[config.mk]
export PLATFORM = sky130hd
export DESIGN_NAME = instr_mem_loader
export DESIGN_NICKNAME = d
export VERILOG_FILES = /design/src/rtl/instr_mem_loader.sv
export SDC_FILE = /design/constraint.sdc
export NUM_CORES = 1
export LEC_CHECK = 0
export CORE_MARGIN = 2
export CORE_UTILIZATION = 57
export CTS_BUF_LIST = sky130_fd_sc_hd__clkbuf_8
export DETAILED_ROUTE_END_ITERATION = 12
export MAX_ROUTING_LAYER = met4
export PLACE_DENSITY = 0.8
export SYNTH_ARGS = -nofsm -noshare
export SYNTH_HDL_FRONTEND = slang
export SYNTH_SLANG_ARGS = --single-unit
[constraint.sdc]
create_clock -name clk -period 3.19 [get_ports clk]
set_input_delay 0.4785 -clock clk [delete_from_list [all_inputs] [get_ports clk]]
set_output_delay 0.4785 -clock clk [all_outputs]
set_load 0.01 [all_outputs]
[src/rtl/instr_mem_loader.sv]
// instr_mem_loader: boot-time instruction memory writer.
// Takes a framed byte stream (SYNC, LEN_LO, LEN_HI, 4*N data bytes LSB-first, CHK)
// and writes little-endian words to the instruction memory. It keeps the core in
// reset until a frame passes its XOR checksum.
// Optional macro LOADER_TIMEOUT_EN adds an inter-byte timeout (err_code 11).
module instr_mem_loader #(
  parameter logic [31:0] BASE_ADDR      = 32'h0000_0000,
  parameter int unsigned MAX_WORDS      = 64,
  parameter logic [7:0]  SYNC_BYTE      = 8'hA5,
  parameter int unsigned TIMEOUT_CYCLES = 100000
) (
  input  logic        clk,
  input  logic        rst,
  input  logic        in_valid,
  input  logic [7:0]  in_data,
  output logic        in_ready,
  output logic        imem_we,
  output logic [31:0] imem_addr,
  output logic [31:0] imem_wd,
  output logic        cpu_hold,
  output logic        load_done,
  output logic        err,
  output logic [1:0]  err_code
);

  localparam int unsigned LenW = 16;

  typedef enum logic [2:0] {
    S_IDLE, S_LEN_LO, S_LEN_HI, S_DATA, S_CHECK, S_DONE, S_ERR
  } state_e;

  state_e            state_q;
  logic [7:0]        len_lo_q;
  logic [LenW-1:0]   len_q;
  logic [LenW-1:0]   word_idx_q;
  logic [1:0]        byte_idx_q;
  logic [23:0]       word_q;
  logic [7:0]        chk_q;

  logic              accept_c;
  logic [LenW-1:0]   len_d;
  logic [31:0]       addr_d;
  logic              tmo_hit_c;

  // Elaboration-time sanity check on the configuration.
  if (MAX_WORDS == 0 || MAX_WORDS > 65535 || TIMEOUT_CYCLES < 2) begin : g_bad_param
    $error("instr_mem_loader: illegal MAX_WORDS or TIMEOUT_CYCLES");
  end

  // Handshake, candidate length and the address of the word being completed.
  assign accept_c = in_valid && in_ready;
  assign len_d    = {in_data, len_lo_q};
  assign addr_d   = BASE_ADDR + 32'({word_idx_q, 2'b00});

`ifdef LOADER_TIMEOUT_EN
  localparam int unsigned TmoW = $clog2(TIMEOUT_CYCLES + 1);

  logic [TmoW-1:0] tmo_q;
  logic            tmo_active_c;

  assign tmo_active_c = state_q inside {S_LEN_LO, S_LEN_HI, S_DATA, S_CHECK};
  assign tmo_hit_c    = tmo_active_c && !accept_c &&
                        (tmo_q == TmoW'(TIMEOUT_CYCLES - 1));

  // Inter-byte stall counter; cleared by each accepted byte and outside a frame.
  always_ff @(posedge clk or negedge rst) begin
    if (!rst) begin
      tmo_q <= '0;
    end else if (!tmo_active_c || accept_c || tmo_hit_c) begin
      tmo_q <= '0;
    end else begin
      tmo_q <= tmo_q + TmoW'(1);
    end
  end
`else
  assign tmo_hit_c = 1'b0;
`endif

  // Frame parser FSM with registered outputs.
  always_ff @(posedge clk or negedge rst) begin
    if (!rst) begin
      state_q    <= S_IDLE;
      len_lo_q   <= '0;
      len_q      <= '0;
      word_idx_q <= '0;
      byte_idx_q <= '0;
      word_q     <= '0;
      chk_q      <= '0;
      in_ready   <= 1'b1;
      imem_we    <= 1'b0;
      imem_addr  <= BASE_ADDR;
      imem_wd    <= '0;
      cpu_hold   <= 1'b1;
      load_done  <= 1'b0;
      err        <= 1'b0;
      err_code   <= 2'b00;
    end else begin
      imem_we   <= 1'b0;
      load_done <= 1'b0;
      in_ready  <= 1'b1;

      unique case (state_q)
        S_IDLE, S_ERR: begin
          if (accept_c && in_data == SYNC_BYTE) begin
            state_q    <= S_LEN_LO;
            cpu_hold   <= 1'b1;
            err        <= 1'b0;
            err_code   <= 2'b00;
            chk_q      <= '0;
            word_idx_q <= '0;
            byte_idx_q <= '0;
          end
        end
        S_LEN_LO: begin
          if (accept_c) begin
            len_lo_q <= in_data;
            state_q  <= S_LEN_HI;
          end
        end
        S_LEN_HI: begin
          if (accept_c) begin
            if (len_d == '0 || len_d > LenW'(MAX_WORDS)) begin
              state_q  <= S_ERR;
              err      <= 1'b1;
              err_code <= 2'b01;
              cpu_hold <= 1'b1;
            end else begin
              len_q   <= len_d;
              state_q <= S_DATA;
            end
          end
        end
        S_DATA: begin
          if (accept_c) begin
            chk_q      <= chk_q ^ in_data;
            byte_idx_q <= byte_idx_q + 2'd1;
            if (byte_idx_q == 2'd3) begin
              imem_we    <= 1'b1;
              imem_wd    <= {in_data, word_q};
              imem_addr  <= addr_d;
              word_idx_q <= word_idx_q + LenW'(1);
              if (word_idx_q == len_q - LenW'(1)) begin
                state_q <= S_CHECK;
              end
            end else begin
              word_q <= {in_data, word_q[23:8]};
            end
          end
        end
        S_CHECK: begin
          if (accept_c) begin
            if (in_data == chk_q) begin
              state_q   <= S_DONE;
              in_ready  <= 1'b0;
              load_done <= 1'b1;
              cpu_hold  <= 1'b0;
            end else begin
              state_q  <= S_ERR;
              err      <= 1'b1;
              err_code <= 2'b10;
              cpu_hold <= 1'b1;
            end
          end
        end
        S_DONE: begin
          state_q <= S_IDLE;
        end
        default: begin
          state_q <= S_IDLE;
        end
      endcase

      if (tmo_hit_c) begin
        state_q  <= S_ERR;
        err      <= 1'b1;
        err_code <= 2'b11;
        cpu_hold <= 1'b1;
      end
    end
  end

endmodule
# Yosys cells after proc, flatten, opt, wreduce, memory -nomap -nowiden
# Cells that the tools add are included.
dict set report word_totals {
  mem_bits_rw 0
  out_inout_bits 71
  memories 0
  inputBits 11
  mem_bits_ro 0
  latch_bits 0
  word_cells 100
  reg_bits 132
}
dict set report op_classes {
  bitwise_logic 3
  magnitude_cmp 1
  mul 0
  addsub 3
  n_mux 43
  n_shift 0
  n_eq_ne 18
  n_reduce_logical 17
  div 0
}
# op n
set op_table {}
lappend op_table {{$mux W16} 3}
lappend op_table {{$pmux W16 S2} 1}
lappend op_table {{$mux W3} 8}
lappend op_table {{$ne A2 B2 Y1 const B} 9}
lappend op_table {{$add A16 B1 Y16 const B} 1}
lappend op_table {{$eq A16 B16 Y1} 1}
lappend op_table {{$gt A16 B7 Y1 const B} 1}
lappend op_table {{$logic_not A16 Y1} 1}
lappend op_table {{$mux W1} 16}
lappend op_table {{$mux W8} 2}
lappend op_table {{$pmux W8 S2} 1}
lappend op_table {{$sub A16 B1 Y16 const B} 1}
lappend op_table {{$pmux W3 S5} 1}
lappend op_table {{$mux W2} 7}
lappend op_table {{$reduce_and A3 Y1} 4}
lappend op_table {{$eq A8 B8 Y1} 1}
lappend op_table {{$eq A8 B8 Y1 const B} 1}
lappend op_table {{$xor A8 B8 Y8} 1}
lappend op_table {{$reduce_and A7 Y1} 1}
lappend op_table {{$eq A3 B2 Y1 const B} 2}
lappend op_table {{$eq A3 B3 Y1 const B} 2}
lappend op_table {{$pmux W1 S3} 2}
lappend op_table {{$pmux W2 S3} 1}
lappend op_table {{$reduce_and A6 Y1} 1}
lappend op_table {{other kinds (14)} 16}

# Longest topological paths before layout
dict set report logic_depth {
  word_depth 6
  mapped_depth 9
  mapped_depth_nobuf 8
}

# Least setup slack after synthesis
# OpenSTA, ideal clock, no wires.
dict set report synth_path {
  path_kind {input-to-reg}
  from {in in_data[1]}
  to {reg err_code[0]}
  setup_slack_ps 836
  required_time_ps 3065
  t_arrival_ps 2229
  cell_stages 6
  setup_time_ps 125
  n_path_buf 0
  cell_sequence {or4_4 > o21ai_0 > a21oi_1 > a211oi_1 > o21a_1 > mux2_2}
}
dict set report synth_via {
  elab_chain_cells 4
  word_cells_on_any_way 10
  cone_classes {1 x order compare; 5 x eq/ne; 4 x reduce/logical}
}
# element line_no
set synth_lines {}
lappend synth_lines {{from (decl)} 15} ;# input logic [7:0] in_data,
lappend synth_lines {{$gt A16 B7 Y1, or another cell as far along} 122} ;# if (len_d == '0 || len_d > LenW'(MAX_WORDS)) begin
lappend synth_lines {{$logic_or A1 B1 Y1 or $logic_and A1 B1 Y1 (tied branches)} {122, 104}}
lappend synth_lines {{$ne A2 B2 Y1 (no source line)} n/a}
lappend synth_lines {{$reduce_and A6 Y1 (no source line) *} n/a}
lappend synth_lines {{to (signal assigned)} 108} ;# err_code <= 2'b00;
lappend synth_lines {{to (signal assigned)} 125} ;# err_code <= 2'b01;
lappend synth_lines {{to (signal assigned)} 160} ;# err_code <= 2'b10;
lappend synth_lines {{to (decl)} 23} ;# output logic [1:0] err_code
# Every way passes the cells marked *; elsewhere a longest branch is shown, timed or not.
# A chain may end at the register's enable or synchronous reset.

# Final worst setup path
dict set report layout_path {
  from {reg len_q[0]}
  to {reg state_q[2]}
}
dict set report layout_via {
  elab_chain_cells 4
}
# element line_no
set layout_lines {}
lappend layout_lines {{from (decl)} 34} ;# logic [LenW-1:0] len_q;
lappend layout_lines {{from (signal assigned)} 128} ;# len_q <= len_d;
lappend layout_lines {{$sub A16 B1 Y16} 142} ;# if (word_idx_q == len_q - LenW'(1)) begin
lappend layout_lines {{$eq A16 B16 Y1} 142}
lappend layout_lines {{$ne A2 B2 Y1 (no source line)} n/a}
lappend layout_lines {{$reduce_and A7 Y1 (no source line)} n/a}
lappend layout_lines {{to (signal assigned)} 143} ;# state_q <= S_CHECK;
lappend layout_lines {{to (signal assigned)} 153} ;# state_q <= S_DONE;
lappend layout_lines {{to (signal assigned)} 158} ;# state_q <= S_ERR;
lappend layout_lines {{to (decl)} 32} ;# state_e state_q;
# Every way passes these cells.

==> results_dict.tcl <==
set metrics [dict create \
    start_kind "register" \
    slowest_delay_ns 0.68 \
    fp.dieH_um 108.6 \
    hold_buffers 0 \
    reg2reg_depth 8 \
    coreArea_um2 10750 \
    routed_wl_um 13320 \
    r2r_setup_slack_ns 0.30 \
    cp-end-kind "register" \
    cts_tree "built" \
    root_buffer "clkbuf_8" \
    row_count 38 \
    path_max_fanout 6 \
    post_cts_buffers 0 \
    n_fill_cell 766 \
    syn2layout_area_growth_pct 20.07 \
    fin_nets 614 \
    hold_violations 0 \
    switchingPower_w 0.001825 \
    synth_area_per_cell_um2 11.95 \
    die_w_um 108.6 \
    die_area_um2 11800 \
    maxSlewHeadroom 0.4762 \
    cp_data_arrival_time_ns 3.22 \
    layout_commonest_cell "dfrtp_1" \
    p_leak_nw 3.370 \
    port_buffers 65 \
    vias 4328 \
    cts_buffers 17 \
    grt_setup_unrepaired "false" \
    synthCells 522 \
    synth_area_um2 6240 \
    required_ns 3.52 \
    yosys_warnings 0 \
    maxCapViolCount 0 \
    comb_power_share 0.292 \
    place_congestion 0.8625 \
    drc 0 \
    status "completed" \
    ir_worst_vdd_mv 0.5760 \
    maxSlewViolCount 0 \
    multiInputGateArea_um2 2730 \
    start_util 0.5807 \
    cts.clk_slew.worst_paths_ns 0.08 \
    yosys.cell_types.count 61 \
    overflow 0 \
    final_cell_mix "dfrtp_1 (130), mux2_2 (88), clkdlybuf4s50_1 (64)" \
    r2r_start "len_q[0]" \
    seq_power_share 0.444 \
    reg2reg_to "state_q[2]" \
    skew_ns 0.009822 \
    hold_path_class "primary input to async pin" \
    p_per_area_nw_per_um2 771.5 \
    synthFlopType "dfrtp_1" \
    first_pass_iters 5 \
    drive_gt1_frac 0.2561 \
    grt_pass1_wl_um 21920 \
    clock_sinks 132 \
    ios 82 \
    drt_iter0_drc 222 \
    tns_ns 0 \
    timing.final.crit_share 0.9045 \
    async_reset_ff_frac 1.000 \
    yosysSeqAreaShare 0.5298 \
    setup_viol 0 \
    critPathSlowestCell "nor3b_1" \
    switching_share 0.3158 \
    worstSkewPairLatency_ns 0.44 \
    clockPowerShare 0.264 \
    register_area_um2 3306 \
    power.internal_w 0.003955 \
    vias_per_cell 5.748 \
    clockBufferDepth 2 \
    antenna_found_initial 0 \
    first_global_vias 4300 \
    ys_seq_elements 132 \
    n_antenna_cell 0 \
    power_w 0.005780 \
    crit_chain "inv_1 -> ha_1 -> nor3b_1 -> or3_1 -> a221oi_1 -> o311ai_0 -> nor4_2 -> a31o_2" \
    path_class "register to register" \
    tightest_slew_ns 0.7840 \
    period_minus_slack_ns 2.885 \
    cts_resized 0 \
    synth_edf_count 0 \
    antenna_left 0 \
    htreeDepth 4 \
    dp_hpwl_um 9078 \
    grt_max_degree 58 \
    track_usage 0.2488 \
    fmax_mhz 346.6 \
    routedWlPerCell_um 17.69 \
]
==> power by group through the flow <==
stage                     sequential (W)  combinational [W]  clock, W
after floorplan                  0.00253           0.000994         0
after global placement           0.00255            0.00163         0
after detailed placement         0.00259            0.00168         0
after CTS                        0.00256            0.00170   0.00155
after global routing             0.00264            0.00183   0.00161
final                            0.00257            0.00169   0.00153
==> final cells by class <==
class	instances	area share
well taps	140	0.02338
repair buffers	82	0.1052
multi-input cells	351	0.3644
clock inverters	13	0.02288
clock buffers	19	0.03490
inverters	16	0.008016
flip-flops and latches	132	0.4412
==> metal layers <==
metal  routed length (µm)  vias to the layer above  GRT usage  part of all wire
met3                  575                       17    0.05918             0.043
met2                 6772                      112     0.4031              0.51
li1                     -                     2011          -                 -
met4                  173                        0    0.07875             0.013
met1                 5797                     2188     0.3112              0.44
met5                    0                        -          -                 0
==> worst max-delay path by stage <==
stage / depth (start not counted) / start / slack [ns] / endpoint
after floorplan: 6 / in_data[1] / 0.84 / err_code[0]
after CTS: 8 / len_q[0] / 0.36 / state_q[2]
final: 8 / len_q[0] / 0.30 / state_q[2]
after detailed placement: 6 / in_data[1] / 0.22 / word_idx_q[5]
after global routing: 8 / len_q[0] / 0.11 / state_q[2]
after global placement: 7 / in_data[1] / 0.29 / err_code[0]
==> worst max-delay path, delay by kind of cell, from the launching register on <==
kind	cells	cell delay [ns]
AND/OR/NAND/NOR	3	1.05
AO/OA/AOI/OAI	3	0.93
flip-flops	1	0.45
adder cells (fa/ha/maj)	1	0.27
buffers and inverters	1	0.08
==> through the flow <==
| step | worst slack, ns | instance area, µm² | util | instances | hold WS (ns) |
|---|---|---|---|---|---|
| 4_1_cts | 0.3591 | 7492 | 0.6973 | 753 | 0.1002 |
| 3_5_place_dp | 0.2204 | 7059 | 0.6570 | 721 | 0.4812 |
| 5_1_grt | 0.1135 | 7492 | 0.6973 | 753 | 0.1349 |
| 2_1_floorplan | 0.8359 | 6296 | - | 537 | 0.1829 |
| 6_report | 0.3047 | 7492 | 0.6973 | 753 | 0.08204 |
| 3_3_place_gp | 0.2868 | 7059 | 0.6570 | 721 | 0.4686 |
==> synth_stat cells, types with 3 or more instances <==
library cell | instances | area share
nand2_1 | 14 | 0.0084
mux2_2 | 88 | 0.16
a21oi_1 | 20 | 0.016
clkbuf_1 | 19 | 0.011
a22o_1 | 10 | 0.014
nand3_1 | 7 | 0.0056
nor2_1 | 22 | 0.013
or4_1 | 3 | 0.0036
xnor2_1 | 16 | 0.022
a31oi_1 | 3 | 0.0030
o21ai_0 | 23 | 0.018
nor3_1 | 13 | 0.010
dfrtp_1 | 130 | 0.52
nor2b_1 | 9 | 0.0090
nor4_2 | 4 | 0.0080
nor4_1 | 6 | 0.0060
nand4_1 | 5 | 0.0050
or3_1 | 10 | 0.010
o31ai_1 | 3 | 0.0036
nand2b_1 | 5 | 0.0050
xor2_1 | 14 | 0.020
inv_1 | 15 | 0.0090
o21a_1 | 3 | 0.0036
ha_1 | 3 | 0.0060
buf_4 | 16 | 0.019
and2_1 | 12 | 0.012
==> registers in the layout, summed over array words and instances (netlist names) <==
name,cells
imem_wd,32
word_q,24
imem_addr,16
len_q,16
word_idx_q,16
chk_q,8
len_lo_q,8
state_q,3
byte_idx_q,2
err_code,2
cpu_hold,1
err,1
imem_we,1
in_ready,1
load_done,1
==> cell families (layout without fill, tap and decap cells) <==
group | count (synthesis) | count (layout) | share of synthesized area
other cells | 1 | 16 | 0.0006010
fa+ha+maj | 3 | 3 | 0.006016
flops | 132 | 132 | 0.5298
mux | 90 | 90 | 0.1620
xor+xnor | 30 | 30 | 0.04211
compound gates | 87 | 87 | 0.09545
buf+inv | 54 | 130 | 0.04251
simple gates | 125 | 125 | 0.1215
Note: power is estimated with default switching activity, not from simulation.
